**config.mk**
```make
export PLATFORM = sky130hd
export DESIGN_NAME = inst_fetch
export DESIGN_NICKNAME = d
export VERILOG_FILES = /design/src/rtl/inst_fetch_pkg.sv /design/src/rtl/fetch_fifo.sv /design/src/rtl/inst_fetch.sv
export SDC_FILE = /design/constraint.sdc
export NUM_CORES = 1
export LEC_CHECK = 0
export CAP_MARGIN = 25
export CORE_MARGIN = 5
export CORE_UTILIZATION = 55
export CTS_BUF_LIST = sky130_fd_sc_hd__clkbuf_4
export DETAILED_ROUTE_END_ITERATION = 16
export PLACE_DENSITY_LB_ADDON = 0.1
export SYNTH_ARGS = -nofsm -noshare
export SYNTH_HDL_FRONTEND = slang
export SYNTH_SLANG_ARGS = --single-unit
```
**constraint.sdc**
```tcl
create_clock -name clk -period 4.35 [get_ports clk]
set_clock_uncertainty 0.15 [all_clocks]
set_input_delay 0.435 -clock clk [delete_from_list [all_inputs] [get_ports clk]]
set_output_delay 0.435 -clock clk [all_outputs]
set_load 0.02 [all_outputs]
```
**src/rtl/inst_fetch_pkg.sv**
```systemverilog
// Shared constants and types for the instruction fetch unit: reset vector,
// NOP encoding, FSM state encodings and the buffered fetch entry layout.
package inst_fetch_pkg;

   localparam logic [31:0] RESET_PC_DEF = 32'hBFC0_0000;
   localparam logic [31:0] NOP_INST     = 32'h0000_0000;

   localparam logic [1:0] ST_REQ     = 2'd0;
   localparam logic [1:0] ST_WAIT    = 2'd1;
   localparam logic [1:0] ST_DISCARD = 2'd2;
   localparam logic [1:0] ST_HALT    = 2'd3;

   typedef struct packed {
      logic        adel;
      logic [31:0] pc;
      logic [31:0] inst;
   } fetch_entry_t;

   localparam int ENTRY_W = $bits(fetch_entry_t);

   function automatic logic pc_misaligned(input logic [1:0] pc_lo);
      return (pc_lo != 2'b00);
   endfunction

endpackage

```
**src/rtl/fetch_fifo.sv**
```systemverilog
// Small synchronous FIFO holding fetched instructions; flush empties it and
// overrides any same-cycle push/pop, push into a full FIFO is legal with a pop.
module fetch_fifo #(
   parameter int WIDTH = 65,
   parameter int DEPTH = 2
) (
   input  logic             clk,
   input  logic             resetn,
   input  logic             flush,
   input  logic             push,
   input  logic [WIDTH-1:0] push_data,
   input  logic             pop,
   output logic [WIDTH-1:0] head_data,
   output logic             full,
   output logic             empty
);

   localparam int PW = (DEPTH > 1) ? $clog2(DEPTH) : 1;
   localparam logic [PW:0] DEPTH_C = DEPTH[PW:0];

   logic [PW-1:0]    wr_ptr_q, wr_ptr_d;
   logic [PW-1:0]    rd_ptr_q, rd_ptr_d;
   logic [PW:0]      count_q, count_d;
   logic [WIDTH-1:0] mem_q [DEPTH];
   logic [WIDTH-1:0] mem_d [DEPTH];
   logic             do_push_s, do_pop_s;

   assign full      = (count_q == DEPTH_C);
   assign empty     = (count_q == {(PW+1){1'b0}});
   assign head_data = mem_q[rd_ptr_q];

   // next-state pointers, occupancy and storage
   always_comb begin
      mem_d     = mem_q;
      wr_ptr_d  = wr_ptr_q;
      rd_ptr_d  = rd_ptr_q;
      count_d   = count_q;
      do_pop_s  = pop && !empty;
      do_push_s = push && (!full || do_pop_s);
      if (flush) begin
         wr_ptr_d = {PW{1'b0}};
         rd_ptr_d = {PW{1'b0}};
         count_d  = {(PW+1){1'b0}};
      end else begin
         if (do_push_s) begin
            mem_d[wr_ptr_q] = push_data;
            wr_ptr_d        = wr_ptr_q + PW'(1'b1);
         end
         if (do_pop_s) begin
            rd_ptr_d = rd_ptr_q + PW'(1'b1);
         end
         count_d = count_q + (PW+1)'(do_push_s) - (PW+1)'(do_pop_s);
      end
   end

   // state registers with synchronous reset
   always_ff @(posedge clk) begin
      if (!resetn) begin
         wr_ptr_q <= {PW{1'b0}};
         rd_ptr_q <= {PW{1'b0}};
         count_q  <= {(PW+1){1'b0}};
         for (int i = 0; i < DEPTH; i++) begin
            mem_q[i] <= {WIDTH{1'b0}};
         end
      end else begin
         wr_ptr_q <= wr_ptr_d;
         rd_ptr_q <= rd_ptr_d;
         count_q  <= count_d;
         mem_q    <= mem_d;
      end
   end

endmodule

```
**src/rtl/inst_fetch.sv**
```systemverilog
// Instruction fetch unit: one outstanding memory request, redirect handling and
// a decoupling buffer to decode. Optional macro IF_BYPASS_EN: same-cycle bypass.
module inst_fetch
   import inst_fetch_pkg::*;
#(
   parameter int          FIFO_DEPTH = 2,
   parameter logic [31:0] RESET_PC   = RESET_PC_DEF
) (
   input  logic        clk,
   input  logic        resetn,
   output logic        inst_req,
   output logic [31:0] inst_addr,
   input  logic        inst_addr_ok,
   input  logic        inst_data_ok,
   input  logic [31:0] inst_rdata,
   input  logic        redirect,
   input  logic [31:0] redirect_pc,
   output logic        id_valid,
   input  logic        id_ready,
   output logic [31:0] id_inst,
   output logic [31:0] id_pc,
   output logic        id_adel
);

   logic [1:0]   state_q, state_d;
   logic [31:0]  pc_q, pc_d;
   logic         inst_req_s;
   logic         fifo_push_s, fifo_pop_s, fifo_full_s, fifo_empty_s;
   fetch_entry_t push_entry_s, head_s;
   logic [31:0]  req_pc_s;

   // pc_q has already advanced past the outstanding request
   assign req_pc_s   = pc_q - 32'd4;
   assign fifo_pop_s = !fifo_empty_s && id_ready;
   assign inst_req   = inst_req_s;
   assign inst_addr  = pc_q;

   // fetch FSM: request issue, response capture, redirect and misaligned PC
   always_comb begin
      state_d      = state_q;
      pc_d         = pc_q;
      inst_req_s   = 1'b0;
      fifo_push_s  = 1'b0;
      push_entry_s = '{adel: 1'b0, pc: req_pc_s, inst: inst_rdata};
      case (state_q)
         ST_REQ: begin
            inst_req_s = resetn && !pc_misaligned(pc_q[1:0]) && !fifo_full_s;
            if (redirect) begin
               pc_d    = redirect_pc;
               state_d = (inst_req_s && inst_addr_ok) ? ST_DISCARD : ST_REQ;
            end else if (inst_req_s && inst_addr_ok) begin
               pc_d    = pc_q + 32'd4;
               state_d = ST_WAIT;
            end else if (pc_misaligned(pc_q[1:0]) && (!fifo_full_s || fifo_pop_s)) begin
               fifo_push_s  = 1'b1;
               push_entry_s = '{adel: 1'b1, pc: pc_q, inst: NOP_INST};
               state_d      = ST_HALT;
            end else begin
               state_d = ST_REQ;
            end
         end
         ST_WAIT: begin
            if (redirect) begin
               pc_d    = redirect_pc;
               state_d = inst_data_ok ? ST_REQ : ST_DISCARD;
            end else if (inst_data_ok) begin
`ifdef IF_BYPASS_EN
               fifo_push_s = !(fifo_empty_s && id_ready);
`else
               fifo_push_s = 1'b1;
`endif
               state_d = ST_REQ;
            end else begin
               state_d = ST_WAIT;
            end
         end
         ST_DISCARD: begin
            if (redirect) begin
               pc_d = redirect_pc;
            end else begin
               pc_d = pc_q;
            end
            state_d = inst_data_ok ? ST_REQ : ST_DISCARD;
         end
         ST_HALT: begin
            if (redirect) begin
               pc_d    = redirect_pc;
               state_d = ST_REQ;
            end else begin
               state_d = ST_HALT;
            end
         end
         default: begin
            state_d = ST_REQ;
         end
      endcase
   end

   // FSM and fetch PC registers
   always_ff @(posedge clk) begin
      if (!resetn) begin
         state_q <= ST_REQ;
         pc_q    <= RESET_PC;
      end else begin
         state_q <= state_d;
         pc_q    <= pc_d;
      end
   end

   fetch_fifo #(
      .WIDTH (ENTRY_W),
      .DEPTH (FIFO_DEPTH)
   ) u_fifo (
      .clk       (clk),
      .resetn    (resetn),
      .flush     (redirect),
      .push      (fifo_push_s),
      .push_data (push_entry_s),
      .pop       (fifo_pop_s),
      .head_data (head_s),
      .full      (fifo_full_s),
      .empty     (fifo_empty_s)
   );

`ifdef IF_BYPASS_EN
   logic bypass_s;

   assign bypass_s = resetn && fifo_empty_s && (state_q == ST_WAIT) && inst_data_ok && !redirect;
   assign id_valid = !fifo_empty_s || bypass_s;
   assign id_inst  = bypass_s ? inst_rdata : head_s.inst;
   assign id_pc    = bypass_s ? req_pc_s : head_s.pc;
   assign id_adel  = bypass_s ? 1'b0 : head_s.adel;
`else
   assign id_valid = !fifo_empty_s;
   assign id_inst  = head_s.inst;
   assign id_pc    = head_s.pc;
   assign id_adel  = head_s.adel;
`endif

endmodule
```
==> reports/metrics.yaml <==
critical_path:
  r2r_setup_slack_ps: 1580
  cp.required_ps: 3760
  critPathLaunchType: "flop"
  critPathMaxFanout: 35
  reg2reg_depth: 5
  cp.arrival_ps: 2710
  critPathKind: "reg2out"
  critPathCaptureType: "output pin"
  max_stage_delay_ps: 880
  rr_endpoint: "u_fifo.mem_q[73]"
  r2r-start: "inst_addr[1]"
  crit_chain: "buf_12, mux2_2, clkdlybuf4s50_1"
  critPathSlowestCell: "dfxtp_2"
die:
  num_rows: 44
  die_area_um2: 17480
  die_w_um: 132.2
  die_h_um: 132.2
  core_area_um2: 14590
  num_io_pins: 169
  start_util_pct: 56.30
yosys:
  synth.area.top_cells: "dfxtp_1 (41%), a21oi_1 (9.3%), mux2_2 (8.9%), nand2_1 (5.4%), nand3_1 (4.9%)"
  avgSynthCellArea_um2: 8.180
  syn_nets: 1078
  dominantRegCellSynth: "dfxtp_1"
  syn_area_um2: 8213
  synth-async-reset-ratio_pct: 0
  synth_top_area_share_pct: 40.95
  yosys.area.top_type: "dfxtp_1"
  ys_seq_area_share_pct: 40.95
  ys_ff_latch: 168
  syn_inst: 1004
  yosys.cell_types.count: 61
  synth-edff-count: 0
  synthesis.yosys.warnings: 0
clock_network:
  htreeDepth: 4
  postCtsSetupRepairBufs: 0
  cts-root-buf: "clkbuf_4"
  clk_pin_slew_ps: 120
  cts_sinks: 168
  cts_buffers: 17
  clk-insertion-delay-late_ps: 560
  tritoncts: "built"
  clk_path_buf_depth: 2
  cts_resized: 0
drt:
  antenna_left: 0
  viasPerCell: 5.918
  dr_total_vias: 7765
  drtPass1Iterations: 6
  drt_iter0_drc: 732
  wl_um: 22340
  avgRoutedWirePerCell_um: 17.02
  drc: 0
sta:
  rsz0062_at_grt: "no"
  period_needed_ps: 3299
  finalHoldViolations: 0
  maxSlewHeadroom_pct: 39.80
  fin_ws_ps: 1051
  slew_viol_final: 0
  setup_viol: 0
  finalCritPeriodShare_pct: 75.84
  fin_tns_setup_ps: 0
  max_freq_mhz: 303.1
  worst-slew-pin-transition_ps: 903.0
global_route:
  grt_use_total_pct: 24.91
  grt_overflow: 0
  antenna_found_initial: 1
  grt_pass1_wl_um: 36510
  grt_pass1_vias: 7127
  grt_max_degree: 77
run_status:
  status: "completed"
pwr:
  leakage_nw: 3.571
  peakVddDrop_mv: 0.1858
  p_per_area_nw_per_um2: 337.8
finish:
  multiInputGateArea_um2: 4389
  seq_area_um2: 3364
  area_delta_synth_final_pct: 23.67
  num-fill-cells: 1244
  nNetsFinal: 1188
  drive_above_1_share_pct: 11.62
worst_hold_path:
  min_path_cells: 3
  hold_path_class: "in2reg"
  holdPathEnd: "inst_addr[2]"
  holdCritStartpoint: "redirect_pc[2]"
placed_design:
  port_buffers: 168
  dp_slack_ps: 1215
  dp_hpwl_um: 14830
  gp_congestion: 0.8777
flow_run:
  max_cap_viol_count: 0
worst max-delay path: cells and delay by family (launching register included):
kind                   cells  cell delay [ps]
muxes                      1              390
DFF                        1              880
buffers and inverters      2              860
timing repair:
action | CTS | global route
endpoints found under the setup margin | 0 | 0
hold buffers | 1 | 0
endpoints found under the hold margin | 1 | 0
synth_stat cells, types with 3 or more instances:
library cell  number
dfxtp_1          168
a21oi_1          152
nand2_1          119
nand3_1           81
o21ai_0           73
mux2_2            65
clkbuf_1          60
nor2_1            33
xnor2_1           33
buf_2             29
nor3_1            23
nor4_1            19
nand4_1           16
inv_1             13
or3_1             11
o211ai_1           8
and3_1             7
a211oi_1           5
a31oi_1            5
and4_1             5
buf_4              5
a21o_1             4
and2_1             4
ha_1               4
mux2i_1            4
nand2b_1           4
o21a_1             4
or2_2              4
xor2_1             4
or4_1              3
metrics by stage:
stage               area, um2  utilization (%)  power (mW)  hold WS, ps  cells
finish                  10160            69.62       3.431        287.5   1312
global route            10160            69.62       3.590        277.4   1312
CTS                     10150            69.61       3.446        256.6   1311
detailed placement       9857            67.56       2.526        294.1   1278
global placement         9857            67.56       2.518        288.8   1278
floorplan                8213                -       2.206        282.9   1004
sequential cells by signal, indices dropped and copies added (netlist names):
| name | cells |
|---|---|
| u_fifo.count_q | 2 |
| u_fifo.rd_ptr_q | 1 |
| state_q | 2 |
| inst_addr | 32 |
| u_fifo.mem_q | 130 |
| u_fifo.wr_ptr_q | 1 |
how the worst max path moves through the flow:
stage / end / startpoint / depth (start not counted) / slack [ps]
2_1_floorplan: inst_addr[28] / inst_addr[2] / 6 / 2020
3_3_place_gp: u_fifo.mem_q[9] / redirect / 7 / 1260
3_5_place_dp: u_fifo.mem_q[77] / redirect / 7 / 1210
4_1_cts: id_pc[2] / u_fifo.rd_ptr_q / 3 / 990
5_1_grt: id_pc[2] / u_fifo.rd_ptr_q / 3 / 960
6_report: id_pc[2] / u_fifo.rd_ptr_q / 3 / 1050
placed cells by master (no fill, tap or decap), types with 16 or more instances in the layout:
master	instances
a21oi_1	152
buf_4	17
clkbuf_4	21
clkdlybuf4s50_1	167
dfxtp_1	167
mux2_2	65
nand2_1	119
nand3_1	81
nand4_1	16
nor2_1	33
nor3_1	23
nor4_1	19
o21ai_0	73
xnor2_1	33
layer usage:
layer	wire (um)	up-vias	GRT usage (%)	part of all wire [%]
li1	-	3803	-	-
met1	10380	3630	36.02	46
met4	327	0	7.240	1.5
met2	9882	309	37.70	44
met5	0	-	0	0
met3	1741	23	5.038	7.8
kinds of logic after synthesis:
logic type               after synthesis  share of synthesized area (%)
flip-flops                           168                          40.95
adder cells (fa/ha/maj)                4                         0.6094
multiplexers                          69                          9.400
buffers and inverters                109                          5.652
XOR/XNOR                              37                          3.946
AO/OA/AOI/OAI                        274                          18.68
AND/OR/NAND/NOR                      343                          20.76
cell type report:
class                      instances  area share (%)
multi-input combinational        727           43.21
sequential                       168           33.12
timing repair buffer             187           18.06
tap                              184           2.267
clock buffer                      21           1.552
clock inverter                    11           1.281
inverter                          13          0.4804
antenna                            1         0.02464
power breakdown:
part | total (mW) | switching (mW) | internal [mW] | leakage [nW]
registers | 1.71 | 0.0936 | 1.62 | 1.37
logic | 0.789 | 0.431 | 0.359 | 2.05
clock network | 0.930 | 0.515 | 0.415 | 0.157
total | 3.43 | 1.04 | 2.39 | 3.57
Power figures use the tool's default switching activity.
